--- src/rtl/fpga_cfg_pkg.sv ---
// rtl/fpga_cfg_pkg.sv - shared types, constants and CRC helper for the config loader
// Purpose: loader FSM state encoding, CRC-8 polynomial and the one-bit CRC step.
// Ports: none (package).
package fpga_cfg_pkg;

   typedef enum logic [1:0] {
      IDLE  = 2'd0,
      LOAD  = 2'd1,
      SHIFT = 2'd2,
      DONE  = 2'd3
   } state_t;

   localparam logic [7:0] CRC8_POLY = 8'h07;

   // MSB-first CRC-8 update with one serial bit.
   function automatic logic [7:0] crc8_step(input logic [7:0] crc, input logic b);
      return {crc[6:0], 1'b0} ^ ((crc[7] ^ b) ? CRC8_POLY : 8'h00);
   endfunction

endpackage

--- src/rtl/fpga_cfg_loader_if.sv ---
// rtl/fpga_cfg_loader_if.sv - config byte stream interface (valid/ready)
// Purpose: carries config bytes from the upstream source into the loader.
// Signals: cfg_data (byte, bit 7 shifted first), cfg_valid (source has a byte),
//          cfg_ready (loader takes the byte this cycle).
// Modports: master = byte source, slave = loader.
interface fpga_cfg_loader_if;

   logic [7:0] cfg_data;
   logic       cfg_valid;
   logic       cfg_ready;

   modport master (output cfg_data, output cfg_valid, input cfg_ready);
   modport slave  (input cfg_data, input cfg_valid, output cfg_ready);

endinterface

--- src/rtl/fpga_cfg_clkgen.sv ---
// rtl/fpga_cfg_clkgen.sv - prog_clk phase generator with rise/fall strobes
// Purpose: while run is high, prog_clk is low for HALF_DIV clk cycles then high
//          for HALF_DIV cycles. rise/fall are high in the cycle whose closing
//          clk edge drives prog_clk 0->1 / 1->0.
// Ports: clk, rst_n (async active-low), run (enable), clear (sync force low),
//        prog_clk (chain clock), rise, fall (combinational strobes).
module fpga_cfg_clkgen #(
   parameter int HALF_DIV = 2
) (
   input  logic clk,
   input  logic rst_n,
   input  logic run,
   input  logic clear,
   output logic prog_clk,
   output logic rise,
   output logic fall
);

   localparam int PH_W = (HALF_DIV > 1) ? $clog2(HALF_DIV) : 1;
   localparam logic [PH_W-1:0] PH_LAST = PH_W'(HALF_DIV - 1);

   logic [PH_W-1:0] ph_cnt;
   logic            ph_end;

   assign ph_end = run & (ph_cnt == PH_LAST);
   assign rise   = ph_end & ~prog_clk;
   assign fall   = ph_end & prog_clk;

   always_ff @(posedge clk or negedge rst_n) begin
      if (!rst_n) begin
         ph_cnt   <= '0;
         prog_clk <= 1'b0;
      end else if (clear || !run) begin
         // Idle phase always restarts at the beginning of a low half.
         ph_cnt   <= '0;
         prog_clk <= 1'b0;
      end else if (ph_end) begin
         ph_cnt   <= '0;
         prog_clk <= ~prog_clk;
      end else begin
         ph_cnt   <= ph_cnt + 1'b1;
      end
   end

endmodule

--- src/rtl/fpga_cfg_loader.sv ---
// rtl/fpga_cfg_loader.sv - bitstream loader driving the fabric configuration chain
// Purpose: takes config bytes over cfg (valid/ready), shifts them MSB-first onto
//          ccff_head with a generated prog_clk, runs CRC-8 over ccff_tail, and
//          holds the fabric in reset until exactly CHAIN_LEN bits are loaded.
// Ports: clk, rst_n (async active-low), start (pulse), abort (level),
//        cfg (byte stream, slave), prog_clk, ccff_head, ccff_tail (chain),
//        busy (LOAD/SHIFT), done (DONE), fab_rst_n (fabric reset), tail_crc.
module fpga_cfg_loader
   import fpga_cfg_pkg::*;
#(
   parameter int CHAIN_LEN = 256,
   parameter int HALF_DIV  = 2,
   parameter int CNT_W     = 16
) (
   input  logic                clk,
   input  logic                rst_n,
   input  logic                start,
   input  logic                abort,
   fpga_cfg_loader_if.slave    cfg,
   output logic                prog_clk,
   output logic                ccff_head,
   input  logic                ccff_tail,
   output logic                busy,
   output logic                done,
   output logic                fab_rst_n,
   output logic [7:0]          tail_crc
);

   localparam logic [CNT_W-1:0] LAST_CNT = CNT_W'(CHAIN_LEN);

   state_t           state, state_next;
   logic [7:0]       shreg;
   logic [2:0]       bit_idx;
   logic [CNT_W-1:0] bit_cnt;
   logic [7:0]       crc;
   logic             run, rise, fall, accept, load_start, chain_full;

   assign chain_full = (bit_cnt == LAST_CNT);
   assign accept     = cfg.cfg_valid & cfg.cfg_ready;

   fpga_cfg_clkgen #(.HALF_DIV(HALF_DIV)) u_clkgen (
      .clk      (clk),
      .rst_n    (rst_n),
      .run      (run),
      .clear    (abort),
      .prog_clk (prog_clk),
      .rise     (rise),
      .fall     (fall)
   );

   always_comb begin
      state_next    = state;
      cfg.cfg_ready = 1'b0;
      run           = 1'b0;
      load_start    = 1'b0;
      case (state)
         IDLE, DONE: begin
            if (start) begin
               state_next = LOAD;
               load_start = 1'b1;
            end
         end
         LOAD: begin
            cfg.cfg_ready = 1'b1;
            if (cfg.cfg_valid) state_next = SHIFT;
         end
         SHIFT: begin
            run = 1'b1;
            // Leave SHIFT only at the end of a high phase, so prog_clk is already low.
            if (fall) begin
               if (chain_full)          state_next = DONE;
               else if (bit_idx == 3'd0) state_next = LOAD;
            end
         end
         default: state_next = IDLE;
      endcase
      if (abort) begin
         state_next = IDLE;
         load_start = 1'b0;
      end
   end

   always_ff @(posedge clk or negedge rst_n) begin
      if (!rst_n) begin
         state     <= IDLE;
         shreg     <= 8'h00;
         bit_idx   <= 3'd0;
         bit_cnt   <= '0;
         crc       <= 8'h00;
         ccff_head <= 1'b0;
         fab_rst_n <= 1'b0;
      end else begin
         state     <= state_next;
         // Registered so the fabric reset is a clean flop output.
         fab_rst_n <= (state_next == DONE);
         if (abort) begin
            ccff_head <= 1'b0;
         end else begin
            if (load_start) begin
               bit_cnt <= '0;
               crc     <= 8'h00;
            end
            if (accept) begin
               shreg     <= cfg.cfg_data;
               bit_idx   <= 3'd7;
               ccff_head <= cfg.cfg_data[7];
            end
            if (rise) begin
               crc <= crc8_step(crc, ccff_tail);
               if (!chain_full) bit_cnt <= bit_cnt + 1'b1;
            end
            if (fall) begin
               // Next bit appears together with prog_clk going low; unused bits are dropped.
               shreg     <= {shreg[6:0], 1'b0};
               bit_idx   <= bit_idx - 1'b1;
               ccff_head <= (bit_idx == 3'd0 || chain_full) ? 1'b0 : shreg[6];
            end
         end
      end
   end

   assign busy     = (state == LOAD) || (state == SHIFT);
   assign done     = (state == DONE);
   assign tail_crc = crc;

endmodule

--- src/flat_wrapper.sv ---
// flat-port wrapper written by rule: the top's interface ports become plain ports
module fpga_cfg_loader_flat import fpga_cfg_pkg::*;
#(
   parameter int CHAIN_LEN = 256,
   parameter int HALF_DIV  = 2,
   parameter int CNT_W     = 16
)
  (clk, rst_n, start, abort, prog_clk, ccff_head, ccff_tail, busy, done, fab_rst_n, tail_crc, cfg_cfg_data, cfg_cfg_valid, cfg_cfg_ready);
  fpga_cfg_loader_if cfg_i ();
  input  logic clk;
  input  logic rst_n;
  input  logic start;
  input  logic abort;
  output logic prog_clk;
  output logic ccff_head;
  input  logic ccff_tail;
  output logic busy;
  output logic done;
  output logic fab_rst_n;
  output logic [7:0] tail_crc;
  input wire logic [$bits(cfg_i.cfg_data)-1:0] cfg_cfg_data;
  input wire logic [$bits(cfg_i.cfg_valid)-1:0] cfg_cfg_valid;
  output wire logic [$bits(cfg_i.cfg_ready)-1:0] cfg_cfg_ready;
  assign cfg_i.cfg_data = cfg_cfg_data;
  assign cfg_i.cfg_valid = cfg_cfg_valid;
  assign cfg_cfg_ready = cfg_i.cfg_ready;
  fpga_cfg_loader #(.CHAIN_LEN(CHAIN_LEN), .HALF_DIV(HALF_DIV), .CNT_W(CNT_W)) u_core (.clk(clk), .rst_n(rst_n), .start(start), .abort(abort), .cfg(cfg_i), .prog_clk(prog_clk), .ccff_head(ccff_head), .ccff_tail(ccff_tail), .busy(busy), .done(done), .fab_rst_n(fab_rst_n), .tail_crc(tail_crc));
endmodule
--- config.mk ---
export PLATFORM = sky130hd
export DESIGN_NAME = fpga_cfg_loader_flat
export DESIGN_NICKNAME = d
export VERILOG_FILES = /design/src/rtl/fpga_cfg_pkg.sv /design/src/rtl/fpga_cfg_loader_if.sv /design/src/rtl/fpga_cfg_clkgen.sv /design/src/rtl/fpga_cfg_loader.sv /design/src/flat_wrapper.sv
export SDC_FILE = /design/constraint.sdc
export NUM_CORES = 1
export LEC_CHECK = 0
export BUFFER_PORTS_ARGS = -buffer_cell sky130_fd_sc_hd__buf_2
export CAP_MARGIN = 20
export CORE_MARGIN = 2
export CORE_UTILIZATION = 35
export CTS_CLUSTER_SIZE = 8
export DETAILED_ROUTE_END_ITERATION = 8
export GPL_ROUTABILITY_DRIVEN = 0
export PLACE_DENSITY = 0.56
export SLEW_MARGIN = 20
export SYNTH_ARGS = -nofsm -noshare
export SYNTH_HDL_FRONTEND = slang
export SYNTH_SLANG_ARGS = --single-unit
--- constraint.sdc ---
create_clock -name clk -period 2.3 [get_ports clk]
set_clock_uncertainty 0.1 [all_clocks]
set_input_delay 0 -clock clk [delete_from_list [all_inputs] [get_ports clk]]
set_output_delay 0 -clock clk [all_outputs]
set_load 0.05 [all_outputs]
## Word level (Yosys, flattened, before mapping)

Index checks and enable logic that the tools add are counted.

| word-level totals | value |
|---|---|
| flip-flop bits (word level) | 40 |
| input bits | 14 |
| word-level logic and storage cells | 68 |

| cells by class | value |
|---|---|
| $add $sub $neg | 3 |
| equality and inequality tests | 5 |
| multiplexer cells | 30 |
| bitwise operators | 8 |
| reductions and logical operators | 13 |

Operators by type and width:

| operator | number |
|---|---|
| 16-bit two-way mux | 3 |
| 16-bit by 1-bit adder with 16-bit output (second input constant) | 1 |
| 16-bit by 9-bit equality test with 1-bit output (second input constant) | 1 |
| 8-bit two-way mux | 2 |
| 7-bit two-way mux | 2 |
| 1-bit two-way mux | 13 |
| 2-bit two-way mux | 6 |
| 3-bit two-way mux | 3 |
| 8-bit XOR | 1 |
| 2-bit equality test (second input constant) | 3 |
| 2-bit one-hot mux with 3 select lines | 1 |
| 2-bit nonzero test | 3 |
| 1-bit AND | 4 |
| 2-bit AND reduction | 2 |
| 3-bit zero test | 1 |
| 1-bit logical OR | 3 |
| 3-bit nonzero test | 1 |
| 3-bit by 1-bit subtractor with 3-bit output (second input constant) | 1 |
| 2-bit by 1-bit equality test with 1-bit output (second input constant) | 1 |
| 2-bit zero test | 1 |
| 1-bit inverter | 2 |
| 2-bit OR reduction | 1 |
| 1-bit adder (second input constant) | 1 |
| 1-bit zero test | 1 |
| 1-bit XOR | 1 |

## Depth between registers and ports, before layout

Gate-level depths: netlist (run 1).

| depth | value |
|---|---|
| word-level depth | 8 |
| gate-level depth with buffers | 8 |
| mapped depth without buffers | 7 |

## Hierarchy

A second synthesis (run 1) with hierarchy kept.

| second synthesis, totals | value |
|---|---|
| cell total of the unflattened synthesis | 243 |
| area total of the unflattened synthesis | 2178.3 sq um |

Modules (own cells, without submodules):

| module | instances | cells an instance | area an instance (sq um) | sequential area each (sq um) |
|---|---|---|---|---|
| fpga_cfg_loader | 1 | 234 | 2090.8 | 950.9 |
| fpga_cfg_clkgen | 1 | 9 | 87.6 | 50.0 |

## Worst setup path before layout (run 1)

No wires, ideal clock.

| path | value |
|---|---|
| kind | reg-to-reg |
| start | register u_core.state[0] |
| end | register u_core.fab_rst_n |
| arrival time | 1754 ps |
| setup slack | 358 ps |
| stages on the path, launching flop included | 7 |
| buffers on the path | 0 |
| clock period less this slack | 1942 ps |
| path through | dfrtp_1 -> inv_1 -> ha_1 -> inv_1 -> a21oi_1 -> a221oi_1 -> nor3b_1 |

| between the ends | value |
|---|---|
| word-level cells in the longest chain between the ends | 8 |
| elaborated cells on any way between the ends | 16 |
| those cells by class | eq/ne: 4; mux: 8; bitwise: 2; reduce/logical: 2 |

Ends and longest elaborated chain:

| element | RTL line | RTL |
|---|---|---|
| start, declared | fpga_cfg_loader.sv:31 | `state_t state, state_next;` |
| start signal, assigned | fpga_cfg_loader.sv:93 | `state <= state_next;` |
| 2-bit equality test | fpga_cfg_loader.sv:56 | `case (state)` |
| 1-bit two-way mux | fpga_cfg_loader.sv:56 |  |
| 1-bit AND | fpga_cfg_clkgen.sv:25 | `assign ph_end = run & (ph_cnt == PH_LAST);` |
| 1-bit AND | fpga_cfg_clkgen.sv:27 | `assign fall = ph_end & prog_clk;` |
| 2-bit two-way mux | fpga_cfg_loader.sv:70 | `if (fall) begin` |
| 2-bit one-hot mux with 3 select lines * | fpga_cfg_loader.sv:56 |  |
| 2-bit two-way mux * | fpga_cfg_loader.sv:77 | `if (abort) begin` |
| 2-bit equality test * | fpga_cfg_loader.sv:95 | `fab_rst_n <= (state_next == DONE);` |
| end signal, assigned | fpga_cfg_loader.sv:95 |  |
| end, declared | fpga_cfg_loader.sv:25 | `output logic fab_rst_n,` |

Mark *: on every way between the ends. The rest lies on a longest branch, timed or not.
A chain may end at the register's enable or synchronous reset.

## Final worst setup path (run 1)

| path | value |
|---|---|
| start | register u_core.state[0] |
| end | register u_core.bit_cnt[15] |

| between the ends | value |
|---|---|
| word-level cells in the longest chain between the ends | 7 |
| elaborated cells on any way between the ends | 12 |
| those cells by class | eq/ne: 2; mux: 6; bitwise: 2; reduce/logical: 2 |

Ends and longest elaborated chain:

| element | RTL line | RTL |
|---|---|---|
| 2-bit equality test or 2-bit zero test (tied branches) | fpga_cfg_loader.sv:56 |  |
| 2-bit OR reduction | fpga_cfg_loader.sv:56 |  |
| 1-bit two-way mux | fpga_cfg_loader.sv:56 |  |
| 1-bit two-way mux | fpga_cfg_loader.sv:77 |  |
| 16-bit two-way mux | fpga_cfg_loader.sv:99 | `if (load_start) begin` |
| 16-bit two-way mux | fpga_cfg_loader.sv:110 | `if (!chain_full) bit_cnt <= bit_cnt + 1'b1;` |
| 16-bit two-way mux * | fpga_cfg_loader.sv:108 | `if (rise) begin` |
| end signal, assigned | fpga_cfg_loader.sv:110 |  |
| end, declared | fpga_cfg_loader.sv:34 | `logic [CNT_W-1:0] bit_cnt;` |

Marks and branches as above.

==> results of run 1 <==
-- what timing repair did --
| action | in CTS | in global routing |
|---|---|---|
| endpoints found under the setup margin | 0 | 2 |
| resized for setup | 0 | 1 |
| hold buffers | 9 | 0 |
| endpoints found under the hold margin | 49 | 0 |
-- cell type report --
| class | count | area, um^2 |
|---|---|---|
| fillers | 605 | 3360 |
| multi-input cells | 160 | 1070 |
| flip-flops and latches | 40 | 1000 |
| repair buffers | 39 | 251 |
| well taps | 75 | 93.8 |
| clock buffers | 5 | 68.8 |
| clock inverters | 3 | 47.5 |
| inverters | 8 | 30.0 |
-- worst max-delay path, cell delays in order (launching register included) --
cell and delay, ns:
dfrtp_1 0.44, inv_1 0.09, ha_1 0.27, nand2_1 0.13
nor3_2 0.14, buf_6 0.22, nand3_1 0.10, or3_1 0.32
a21oi_1 0.15
-- cell usage in the layout, fill, tap and decap left out, types with 4 or more instances in the layout --
cell,instances
a21oi_1,9
nand3_1,12
nor3_1,4
nand2_1,21
dlygate4sd3_1,9
o21ai_0,15
buf_2,27
ha_1,7
xor2_1,7
mux2i_1,7
a21o_1,6
inv_1,8
clkbuf_8,5
dfrtp_1,40
nor2_1,16
a22o_1,9
-- through the flow --
stage                     setup slack, ns  cells
after floorplan                     0.358    214
after global placement              0.261    313
after detailed placement            0.244    313
after CTS                           0.231    330
after global routing               0.0354    330
final                               0.269    330
-- flip-flops by register name, indices dropped and copies added, names as in the netlist --
register	cells
u_core.bit_cnt	16
u_core.bit_idx	3
u_core.ccff_head	1
u_core.fab_rst_n	1
u_core.shreg	7
u_core.state	2
u_core.tail_crc	8
u_core.u_clkgen.ph_cnt	1
u_core.u_clkgen.prog_clk	1
-- how the worst min path moves through the flow --
stage | start | to | slack, ns | cells past startpoint
after floorplan | rst_n | u_core.bit_cnt[0] | -0.40 | 0
after global placement | rst_n | u_core.bit_cnt[5] | 0.09 | 1
after detailed placement | rst_n | u_core.bit_cnt[5] | 0.08 | 1
after CTS | start | u_core.state[1] | 0.01 | 5
after global routing | ccff_tail | u_core.tail_crc[0] | 0.03 | 3
final | ccff_tail | u_core.tail_crc[0] | 0.02 | 3
-- per-layer routing --
| layer | routed length (um) | vias up |
|---|---|---|
| li1 | - | 858 |
| met1 | 2320 | 803 |
| met2 | 1920 | 33 |
| met3 | 171 | 6 |
| met4 | 80 | 0 |
| met5 | 0 | - |
-- power by group through the flow --
stage | logic [uW] | clock network (uW) | registers (uW)
final | 606 | 596 | 866
after floorplan | 451 | 0 | 885
after detailed placement | 597 | 0 | 879
after global routing | 684 | 636 | 883
after CTS | 611 | 606 | 865
after global placement | 595 | 0 | 876
-- logic make-up after synthesis --
kind of cell,share of synthesized area
AOI/OAI and AO/OA,0.161
and+or+nand+nor,0.233
adders and majority gates,0.0410
muxes,0.0328
buffers and inverters,0.0305
xor gates and xnor gates,0.0328
DFF,0.469
==> impl_metrics.ini, run 1 <==
[die]
die_w_um = 82.1
core_mm2 = 0.00592
die_h_um = 82.1
initial_core_util = 0.361
io_pins = 28
rows = 28
dieArea_mm2 = 0.00674

[job]
max-cap-violations = 0

[drt]
avgRoutedWirePerCell_um = 13.6
postRouteAntennaNets = 0
wirelength_mm = 4.49
vias_per_cell = 5.15
drtIter0Drc = 109
vias = 1700
dr.pass1.iters = 4
post-route-drc-count = 0

[layout]
syn_to_final_growth_pct = 20.0
diodes = 0
nets = 275
final_util = 0.433
drive_gt1_frac = 0.204
finish.instance_area_mm2 = 0.00256

[grt]
grt_pass1_vias = 1590
antenna_found_initial = 0
grt_pass1_wl_mm = 7.90
grt.busiest_layer = met1
grt_usage = 0.153
grt_max_degree = 41
grt_use_met2 = 0.209
grt_use_met3 = 0.0326
met1_usage = 0.233
gr-total-overflow = 0

[cts]
clock_latency_ns = 0.30
path_clk_slew_ns = 0.08
cts_tree = built
postCtsSetupRepairBufs = 0
cts-root-buf = clkbuf_8
h-tree-depth = 2
numCtsBuffers = 5
cts_sinks = 40
cts.path.max_buffers = 2

[timing]
setup_viol = 0
slew_violations = 0
rsz0062_at_grt = no
worst_slew_pin_slew_ns = 0.902
period_share = 0.883
fin_tns_setup_ns = 0
fmax_ghz = 0.492
period_minus_slack_ns = 2.03
hold_viol_final = 0
slew_headroom = 0.399
hold_ws_ns = 0.0163

[worst_setup_path]
critPathLaunchType = flop
crit_end = u_core.bit_cnt[15]
startpoint = u_core.state[0]
rr_endpoint = u_core.bit_cnt[15]
reg2reg_from = u_core.state[0]
critPathMaxFanout = 21
worstPathArrival_ns = 2.16
worst_setup_path_end_kind = flop
reg2regPathDepth = 8
cp_data_required_time_ns = 2.43
crit_type = flop to flop
regToRegSetupSlack_ns = 0.27

[power_and_ir_drop]
power.switching_uw = 735
p_seq_frac = 0.419
p_leak_uw = 0.00128
power_density_mw_per_mm2 = 807
switching_share = 0.356
design_power_total_uw = 2070
p_comb_frac = 0.293
peakVddDrop_uv = 452
intPower_uw = 1330
pwr-share-clk = 0.288

[synth]
yosysWarnings = 0
synthFlopType = dfrtp_1
yosysTopAreaCellShare = 0.469
syn_inst = 214
synth_common_cells = dfrtp_1, nand2_1, nor2_1
synth-edff-count = 0
ys_ff_latch = 40
yosys-top-cells-area = dfrtp_1, ha_1, a22o_1, nand2_1, o21ai_0
synth_area_mm2 = 0.00213
yosys.area.top_type = dfrtp_1
syn_area_per_cell_um2 = 9.97
yosys.cell_count.top_type = dfrtp_1
synth_cell_types = 47
async_reset_ff_frac = 1.00
synth_nets = 235
ys_seq_area_frac = 0.469

[placed_design]
placed_cell_area_mm2 = 0.00235
io_buffers = 27
hpwl_mm = 3.11

[hold_path]
hold_class = input pin to flop

[run_status]
status = completed
Note: power is estimated with default switching activity, not from simulation.
==> run 2, diff against run 1 <==
--- a/config.mk
+++ b/config.mk
@@ -5,7 +5,7 @@
 export SDC_FILE = /design/constraint.sdc
 export NUM_CORES = 1
 export LEC_CHECK = 0
-export BUFFER_PORTS_ARGS = -buffer_cell sky130_fd_sc_hd__buf_2
+export BUFFER_PORTS_ARGS = -buffer_cell sky130_fd_sc_hd__clkbuf_2
 export CAP_MARGIN = 20
 export CORE_MARGIN = 2
 export CORE_UTILIZATION = 35
==> constraint.sdc (replaced) <==
create_clock -name clk -period 2.5 [get_ports clk]
set_clock_uncertainty 0.1 [all_clocks]
set_input_delay 0 -clock clk [delete_from_list [all_inputs] [get_ports clk]]
set_output_delay 0 -clock clk [all_outputs]
set_load 0.05 [all_outputs]
==> run 2 against run 1 <==
Register-to-register slack better by 0.15 ns. Sequential power down 8.0%. Flip-flop and latch count unchanged. Critical path type unchanged. Largest power group unchanged.
==> impl_metrics.ini, run 2 (synthesis gave the netlist of run 1 again) <==
[run_status]
status = completed

[grt]
grt_pass1_wl_mm = 7.69
gr-total-overflow = 0
grt_pass1_vias = 1577
antenna_found_initial = 0
grt_usage = 0.147
grt_max_degree = 41

[cts]
h-tree-depth = 2
path_clk_slew_ns = 0.08
cts.path.max_buffers = 2
cts-root-buf = clkbuf_8
cts_tree = built
cts_hold_repair.buffers = 9
cts_sinks = 40
clock_latency_ns = 0.29
cts-resized-gates = 0
postCtsSetupRepairBufs = 0
numCtsBuffers = 5

[die]
die_w_um = 82.1
io_pins = 28
initial_core_util = 0.361
rows = 28
die_h_um = 82.1
dieArea_mm2 = 0.00674
core_mm2 = 0.00592

[drt]
vias_per_cell = 5.09
wirelength_mm = 4.50
postRouteAntennaNets = 0
post-route-drc-count = 0
drtIter0Drc = 83
avgRoutedWirePerCell_um = 13.7
dr.pass1.iters = 4
vias = 1668

[timing]
rsz0062_at_grt = no
period_share = 0.834
setup_viol = 0
fmax_ghz = 0.479
slew_headroom = 0.412
worst_slew_pin_slew_ns = 0.882
period_minus_slack_ns = 2.09
fin_tns_setup_ns = 0
hold_viol_final = 0
slew_violations = 0

[worst_setup_path]
reg2reg_from = u_core.state[0]
worstPathArrival_ns = 2.20
critPathLaunchType = flop
cp_data_required_time_ns = 2.61
critPathMaxFanout = 21
worst_setup_path_end_kind = flop
reg2regPathDepth = 8
rr_endpoint = u_core.bit_cnt[14]
crit_type = flop to flop
regToRegSetupSlack_ns = 0.41

[job]
max-cap-violations = 0

[layout]
fill_cells = 603
final_common_cell = dfrtp_1
diodes = 0
final_util = 0.425
drive_gt1_frac = 0.198
syn_to_final_growth_pct = 17.8
largest_reg_flops = 16
nets = 274
regArea_mm2 = 0.00100
top_register = u_core.bit_cnt
layout_common_cells = dfrtp_1, clkbuf_2, nand2_1
multiInputGateArea_mm2 = 0.00107

[hold_path]
holdPathStages = 3
hold_end = u_core.tail_crc[0]
worstHoldStart = ccff_tail
hold_class = input pin to flop

[power_and_ir_drop]
p_leak_uw = 0.00124
peakVddDrop_uv = 530
power_density_mw_per_mm2 = 704

[placed_design]
io_buffers = 27
hpwl_mm = 3.16
[run 2: worst max-delay path by stage]
stage,depth (start not counted),startpoint,endpoint
floorplan,6,u_core.state[0],u_core.fab_rst_n
global placement,8,u_core.state[0],u_core.bit_cnt[14]
detailed placement,8,u_core.state[0],u_core.bit_cnt[14]
CTS,8,u_core.state[0],u_core.bit_cnt[14]
global route,8,u_core.state[0],u_core.bit_cnt[14]
finish,8,u_core.state[0],u_core.bit_cnt[14]
[run 2: through the flow]
stage / setup WS [ns] / std cells / hold WS [ns] / total power [uW] / cell area (um^2)
2_1_floorplan: 0.558 / 214 / -0.396 / 1230 / 2130
4_1_cts: 0.412 / 328 / 0.0133 / 1790 / 2510
5_1_grt: 0.176 / 328 / 0.0243 / 1900 / 2510
3_3_place_gp: 0.455 / 312 / 0.129 / 1350 / 2340
6_report: 0.414 / 328 / 0.0107 / 1770 / 2510
3_5_place_dp: 0.437 / 312 / 0.124 / 1360 / 2340
[run 2: per-layer routing]
metal,vias up,wire length (um),GRT usage,share of wire
met3,7,118,0.0293,0.026
met4,0,53,0.0450,0.012
met1,787,2360,0.216,0.52
li1,849,-,-,-
met5,-,0,0,0
met2,25,1970,0.218,0.44
[run 2: worst max-delay path, stage by stage (launching register included)]
cell	delay [ns]
dfrtp_1	0.43
inv_1	0.09
ha_1	0.26
nand2_1	0.13
nor3_2	0.11
buf_4	0.28
nand3_1	0.12
or3_1	0.31
a21oi_1	0.16
[run 2: final cells by class]
class / count / area share
Clock buffer: 5 / 0.0274
Clock inverter: 2 / 0.00498
Inverter: 8 / 0.0119
Multi-Input combinational cell: 160 / 0.425
Sequential cell: 40 / 0.398
Tap cell: 75 / 0.0373
Timing Repair Buffer: 38 / 0.0955
[run 2: where the power goes]
part	internal, uW	total, uW	switching, uW	leakage (uW)
Clock	189	415	226	0.0000400
Combinational	189	558	369	0.000668
Sequential	735	797	62.6	0.000534
Total	1110	1770	658	0.00124
